### src/rtl/pwm_audio_out.sv
// pwm_audio_out
//   Final audio stage: buffers PCM samples in a small FIFO and plays one
//   sample per PWM period. The sample value is the PWM duty (number of high
//   cycles per 2**WIDTH-cycle period). On underrun the last duty is held so
//   the pin never glitches.
//
// Ports
//   clk           system clock
//   nrst          asynchronous active-low reset
//   en            block enable; low = synchronous flush + silence
//   sample_in     unsigned PCM sample (duty value)
//   sample_valid  sample_in valid
//   sample_ready  FIFO can accept a sample this cycle
//   pwm_out       registered PWM audio bit
//   underrun      1-cycle pulse: period boundary reached with FIFO empty
//   fifo_count    number of buffered samples, 0..DEPTH
module pwm_audio_out #(
    parameter int WIDTH = 8,
    parameter int DEPTH = 4
) (
    input  logic                     clk,
    input  logic                     nrst,
    input  logic                     en,
    input  logic [WIDTH-1:0]         sample_in,
    input  logic                     sample_valid,
    output logic                     sample_ready,
    output logic                     pwm_out,
    output logic                     underrun,
    output logic [$clog2(DEPTH):0]   fifo_count
);

    localparam int PW = $clog2(DEPTH);
    localparam int CW = PW + 1;

    typedef logic [WIDTH-1:0] sample_t;

    sample_t         mem_q [DEPTH];
    logic [PW-1:0]   rd_ptr_q, rd_ptr_d;
    logic [PW-1:0]   wr_ptr_q, wr_ptr_d;
    logic [CW-1:0]   count_q, count_d;
    sample_t         cnt_q, cnt_d;
    sample_t         duty_q, duty_d;
    logic            pwm_q, pwm_d;
    logic            underrun_q, underrun_d;

    logic boundary;
    logic fifo_empty;
    logic fifo_full;
    logic push;
    logic pop;

    assign boundary   = (cnt_q == '1);
    assign fifo_empty = (count_q == '0);
    assign fifo_full  = (count_q == CW'(DEPTH));

    // Ready depends only on registered state: a pop on this edge never frees
    // a slot for a push on the same edge.
    assign sample_ready = en && !fifo_full;
    assign push         = sample_valid && sample_ready;
    // Popping uses the pre-edge count, so a sample pushed into an empty FIFO
    // cannot be consumed on the same edge.
    assign pop          = en && boundary && !fifo_empty;

    // NOTE: every variable assigned here gets a default first, so no path
    // leaves it unassigned and no latch is inferred.
    always_comb begin
        rd_ptr_d   = rd_ptr_q;
        wr_ptr_d   = wr_ptr_q;
        count_d    = count_q;
        cnt_d      = cnt_q;
        duty_d     = duty_q;
        pwm_d      = pwm_q;
        underrun_d = 1'b0;

        if (!en) begin
            rd_ptr_d = '0;
            wr_ptr_d = '0;
            count_d  = '0;
            cnt_d    = '0;
            duty_d   = '0;
            pwm_d    = 1'b0;
        end else begin
            cnt_d      = cnt_q + WIDTH'(1);
            pwm_d      = (cnt_q < duty_q);
            underrun_d = boundary && fifo_empty;

            if (pop) begin
                duty_d   = mem_q[rd_ptr_q];
                rd_ptr_d = rd_ptr_q + PW'(1);
            end
            if (push) begin
                wr_ptr_d = wr_ptr_q + PW'(1);
            end

            unique case ({push, pop})
                2'b10:   count_d = count_q + CW'(1);
                2'b01:   count_d = count_q - CW'(1);
                default: count_d = count_q;
            endcase
        end
    end

    // NOTE: sequential state uses non-blocking assignments so every register
    // samples pre-edge values regardless of process evaluation order.
    always_ff @(posedge clk or negedge nrst) begin
        if (!nrst) begin
            rd_ptr_q   <= '0;
            wr_ptr_q   <= '0;
            count_q    <= '0;
            cnt_q      <= '0;
            duty_q     <= '0;
            pwm_q      <= 1'b0;
            underrun_q <= 1'b0;
        end else begin
            rd_ptr_q   <= rd_ptr_d;
            wr_ptr_q   <= wr_ptr_d;
            count_q    <= count_d;
            cnt_q      <= cnt_d;
            duty_q     <= duty_d;
            pwm_q      <= pwm_d;
            underrun_q <= underrun_d;
        end
    end

    // NOTE: the sample storage is deliberately not reset; entries are only
    // read after being written, tracked by count_q, so reset is unnecessary.
    always_ff @(posedge clk) begin
        if (push) begin
            mem_q[wr_ptr_q] <= sample_in;
        end
    end

    assign pwm_out    = pwm_q;
    assign underrun   = underrun_q;
    assign fifo_count = count_q;

endmodule
### config.mk
export PLATFORM = sky130hd
export DESIGN_NAME = pwm_audio_out
export DESIGN_NICKNAME = d
export VERILOG_FILES = /design/src/rtl/pwm_audio_out.sv
export SDC_FILE = /design/constraint.sdc
export NUM_CORES = 1
export LEC_CHECK = 0
export CAP_MARGIN = 20
export CELL_PAD_IN_SITES_DETAIL_PLACEMENT = 1
export CELL_PAD_IN_SITES_GLOBAL_PLACEMENT = 1
export CORE_ASPECT_RATIO = 1.4
export CORE_UTILIZATION = 25
export CTS_CLUSTER_SIZE = 40
export DETAILED_ROUTE_END_ITERATION = 12
export DONT_BUFFER_PORTS = 1
export PLACE_DENSITY_LB_ADDON = 0.12
export SLEW_MARGIN = 5
export SYNTH_ARGS = -nofsm -noshare
export SYNTH_HDL_FRONTEND = slang
export SYNTH_SLANG_ARGS = --single-unit
### constraint.sdc
create_clock -name clk -period 2.65 [get_ports clk]
set_input_delay 0.53 -clock clk [delete_from_list [all_inputs] [get_ports clk]]
set_output_delay 0.53 -clock clk [all_outputs]
set_load 0.01 [all_outputs]
# Word level (Yosys, flattened, before mapping)
# Memory sizes are Yosys's and may differ from the RTL's.
# Cells that the tools add are included.
# op_classes
n_addsub,5
order_cmp,1
eq_ne,7
mux,13
reduce_logical,8
# ops
cell,count
2-to-1 mux 8 bit,3
"adder 8 x 1 -> 8 bit, second input constant",1
"== test 8 bit, second input constant",1
< comparator 8 bit,1
2-to-1 mux 2 bit,4
case mux 3 bit (2 select lines),1
logical AND 1 bit,5
"adder 2 x 1 -> 2 bit, second input constant",2
2-to-1 mux 1 bit,4
"inequality test 2 x 1 -> 1 bit, second input constant",2
"adder 3 x 1 -> 3 bit, second input constant",1
"== test 3 bit, second input constant",1
zero test 3 bit,1
2-to-1 mux 3 bit,1
"inequality test 3 x 1 -> 1 bit, second input constant",1
"subtractor 3 x 1 -> 3 bit, second input constant",1
"== test 2 x 1 -> 1 bit, second input constant",1
"== test 2 bit, second input constant",1
zero test 1 bit,2
# word_totals
register_bits,25
ramBits,32
out_inout_bits,6
memories,1
# mem_list
memory,depth,word_bits,read_ports,rd_ports_with_merged_regs,write_ports,line_no,source
mem_q,4,8,1,0,1,37,sample_t mem_q [DEPTH];

# Longest topological paths before layout
# logic_depth
ltp_word,7
depth_mapped,8

# Worst setup path after synthesis
# Ideal clock, no wire load.
# synth_path
kind,input -> register
startpoint,in en
endpoint,"reg count_q[2], in the netlist fifo_count[2]"
arrival_time_ps,2051
required_time_ps,2530
setup_slack_ps,479
path_stages,8
path_buffers,2
cell_sequence,buf_4 -> nand2_1 -> a21oi_1 -> clkbuf_1 -> nor2_1 -> fa_1 -> a211o_1 -> a31o_1
# synth_between
elab_chain_len,5
word_cells_on_any_way,9
# synth_lines
element,line_no,source
"start, declared",23,"input logic en,"
"logical AND 1 bit, on equally long branches","62, 58",
"logical AND 1 bit, on equally long branches","62, 59",
== test 2 x 1 -> 1 bit or == test 2 bit (tied branches),95,"unique case ({push, pop})"
case mux 3 bit (2 select lines),95,
2-to-1 mux 3 bit,75,if (!en) begin
"end signal, assigned",117,count_q <= count_d;
"end, declared",40,"logic [CW-1:0] count_q, count_d;"
# Parallel ways exist; a longest one is shown, timed or not.
# A chain may end at the register's enable or synchronous reset.

# Worst setup path in the final report
# layout_path
startpoint,reg cnt_q[0]
endpoint,"reg count_q[2], in the netlist fifo_count[2]"
# layout_between
elab_chain_len,6
word_cells_on_any_way,8
# layout_lines
element,line_no,source
"start, declared",41,"sample_t cnt_q, cnt_d;"
"start signal, assigned",118,cnt_q <= cnt_d;
== test 8 bit (*),52,assign boundary = (cnt_q == '1);
logical AND 1 bit (*) (2 in a row),62,assign pop = en && boundary && !fifo_empty;
== test 2 x 1 -> 1 bit or == test 2 bit (tied branches),95,
case mux 3 bit (2 select lines),95,
2-to-1 mux 3 bit,75,
# Every way passes the cells marked *; elsewhere a longest branch is shown, timed or not.

==> impl_metrics.toml <==
[global_routing]
grt_pass1_vias = 1773
grt_max_degree = 28
grt_overflow = 0
grtUsageTotal_pct = 11.68
grt_util_met1_pct = 12.19
grt_antenna_before_repair = 0
grt_use_met2_pct = 20.35
grt_first_pass_wirelength_mm = 8.907
use_met3_pct = 3.430
grt_busiest_layer = "met2"

[worst_setup_path]
critPathMaxFanout = 7
worst-setup-path-type = "reg -> reg"
reg2regPathDepth = 7
r2r-start = "cnt_q[0]"
worst_path_largest_cell_delay_ns = 0.47
crit_chain = "ha_1 -> nand4_4 -> or3_1 -> nor2_1 -> fa_1 -> o311ai_0 -> a31o_1"
cp.required_ns = 2.85
crit_slowest_cell = "or3_1"
critical_path_arrival_ns = 2.52
path_buf_inv = 0
crit_path_start_kind = "flip-flop"
r2r_setup_slack_ns = 0.34
r2r_end = "fifo_count[2]"
cp_num_cells = 7
end_kind = "flip-flop"
critPathTopFamily = "simple AND/OR/NAND/NOR gates"

[floorplan]
rows = 43
initial_core_util_pct = 25.86
die_y_um = 122.4
coreArea_sq_um = 10010
num_io_pins = 18
die_x_um = 87.98
die-area_sq_um = 10770

[layout]
syn_to_final_growth_pct = 17.89
diodes = 0
drive_gt1_share_pct = 14.57
nets = 220
layout_common_cells = "edfxtp_1 (32), dfrtp_1 (25), nand2_1 (23)"
final_util_pct = 30.48
multi_input_area_sq_um = 920.9
fillers = 1099
final_common_cell = "edfxtp_1"
regArea_sq_um = 1587

[cts]
cts_resized = 0
hold_buffers = 1
path_clk_slew_ns = 0.05
clk_latency_ns = 0.32
cts_buffer_depth = 2
cts_max_level = 3
postCtsSetupBuffers = 0
cts_buffers = 9
cts_tree = "yes"
cts.sinks = 57
cts_root_buf = "clkbuf_16"

[yosys]
async_flop_share_pct = 43.86
synth_warnings = 0
synth_fp_nets = 215
synth_edf_count = 32
avgSynthCellArea_sq_um = 13.62
ys_types = 39
syn_area_sq_um = 2587
ys_ff_latch = 57
synth_ff_type = "edfxtp_1"
ys_seq_area_share_pct = 61.32
syn_inst = 190

[routing]
wl_per_cell_um = 15.80
drt-initial-drc-count = 42
detailroute.via_count = 1472
drt-total-wl_mm = 5.276
viasPerCell = 4.407
dr.pass1.iters = 3
drc = 0
ant_nets = 0

[worst_hold_path]
hold_path.class = "in -> async"

[pwr]
power_density_nw_per_um2 = 733.3
ir_worst_vdd_v = 0.0004352
leakage_nw = 1.157

[timing]
hold_violations = 0
worst_clock_skew_ns = 0.002956
worst_slew_pin_slew_ns = 0.6590
setup_violations = 0
post-route-period-util_pct = 87.20
max_freq_mhz = 432.7
max_slew_margin_pct = 56.07
finalSetupTns_ns = 0
setup_slack_ns = 0.3391
slew_viol_final = 0
rsz0062_at_grt = "no"
period_needed_ns = 2.311

[place]
pre_cts_ws_ns = 0.3558
gp_congestion = 0.6950
port_buffers = 0
hpwl_mm = 3.666

[flow_run]
cap_violations = 0

[run_status]
status = "complete, no violations"
-- Yosys cell counts (all sizes together) (5+ instances only) --
library cell  number  share of area (%)
inv               10                1.5
nand3              5               0.97
edfxtp            32                 37
o21ai             12                2.3
dfrtp             25                 24
and2              15                3.6
nand2             23                3.3
buf                6                1.4
xnor2              9                3.0
mux4               8                7.0
ha                12                5.8
-- area by class of cell --
class	count	area share, %
Sequential cell	57	52.01
Multi-Input combinational cell	114	30.19
Clock buffer	11	7.629
Tap cell	135	5.537
Clock inverter	4	2.256
Inverter	10	1.231
Timing Repair Buffer	3	1.148
-- routing by layer --
layer  vias to the layer above  routed length, um
met5                         -                  0
met4                         0                119
met3                        10                164
met2                        24               2912
met1                       751               2079
li1                        687                  -
-- worst max path at each step --
| stage | from | slack (ns) | to |
|---|---|---|---|
| final | cnt_q[0] | 0.34 | fifo_count[2] |
| after global routing | cnt_q[0] | 0.22 | fifo_count[2] |
| after CTS | cnt_q[0] | 0.34 | fifo_count[2] |
| after detailed placement | cnt_q[0] | 0.36 | fifo_count[2] |
| after global placement | cnt_q[0] | 0.45 | fifo_count[1] |
| after floorplan | en | 0.48 | fifo_count[2] |
-- kinds of logic after synthesis --
logic type	after synthesis	share of synthesized area, %
AO/OA/AOI/OAI	23	5.416
XOR/XNOR	10	3.385
adder cells (fa/ha/maj)	13	6.576
buffers and inverters	19	3.289
flip-flops	57	61.32
multiplexers	10	7.785
AND/OR/NAND/NOR	58	12.23
-- report_power, final --
group	internal, mW	switching [mW]
clock network	0.810	0.362
registers	0.969	0.0200
logic	0.0330	0.0424
total	1.81	0.424
-- worst register-to-register path: stages, from the launching register on --
cell and delay (ns):
dfrtp_1 0.43, ha_1 0.32, nand4_4 0.14, or3_1 0.47, nor2_1 0.19, fa_1 0.21
o311ai_0 0.18, a31o_1 0.27
-- state kept, by name, summed over array words and instances (netlist names) --
signal and count:
cnt_q 8, rd_ptr_q 2, fifo_count 3, wr_ptr_q 2
mem_q 32, duty_q 8, pwm_out 1, underrun 1
-- stage by stage --
stage	std cells	power, mW	hold slack (ns)	cell area (sq um)
floorplan	190	1.053	0.2344	2587
global placement	318	1.065	0.2351	2729
detailed placement	318	1.072	0.2351	2729
finish	334	2.237	0.02483	3050
CTS	334	2.283	0.01529	3050
global route	334	2.326	0.02691	3050
Note: power is estimated with default switching activity, not from simulation.
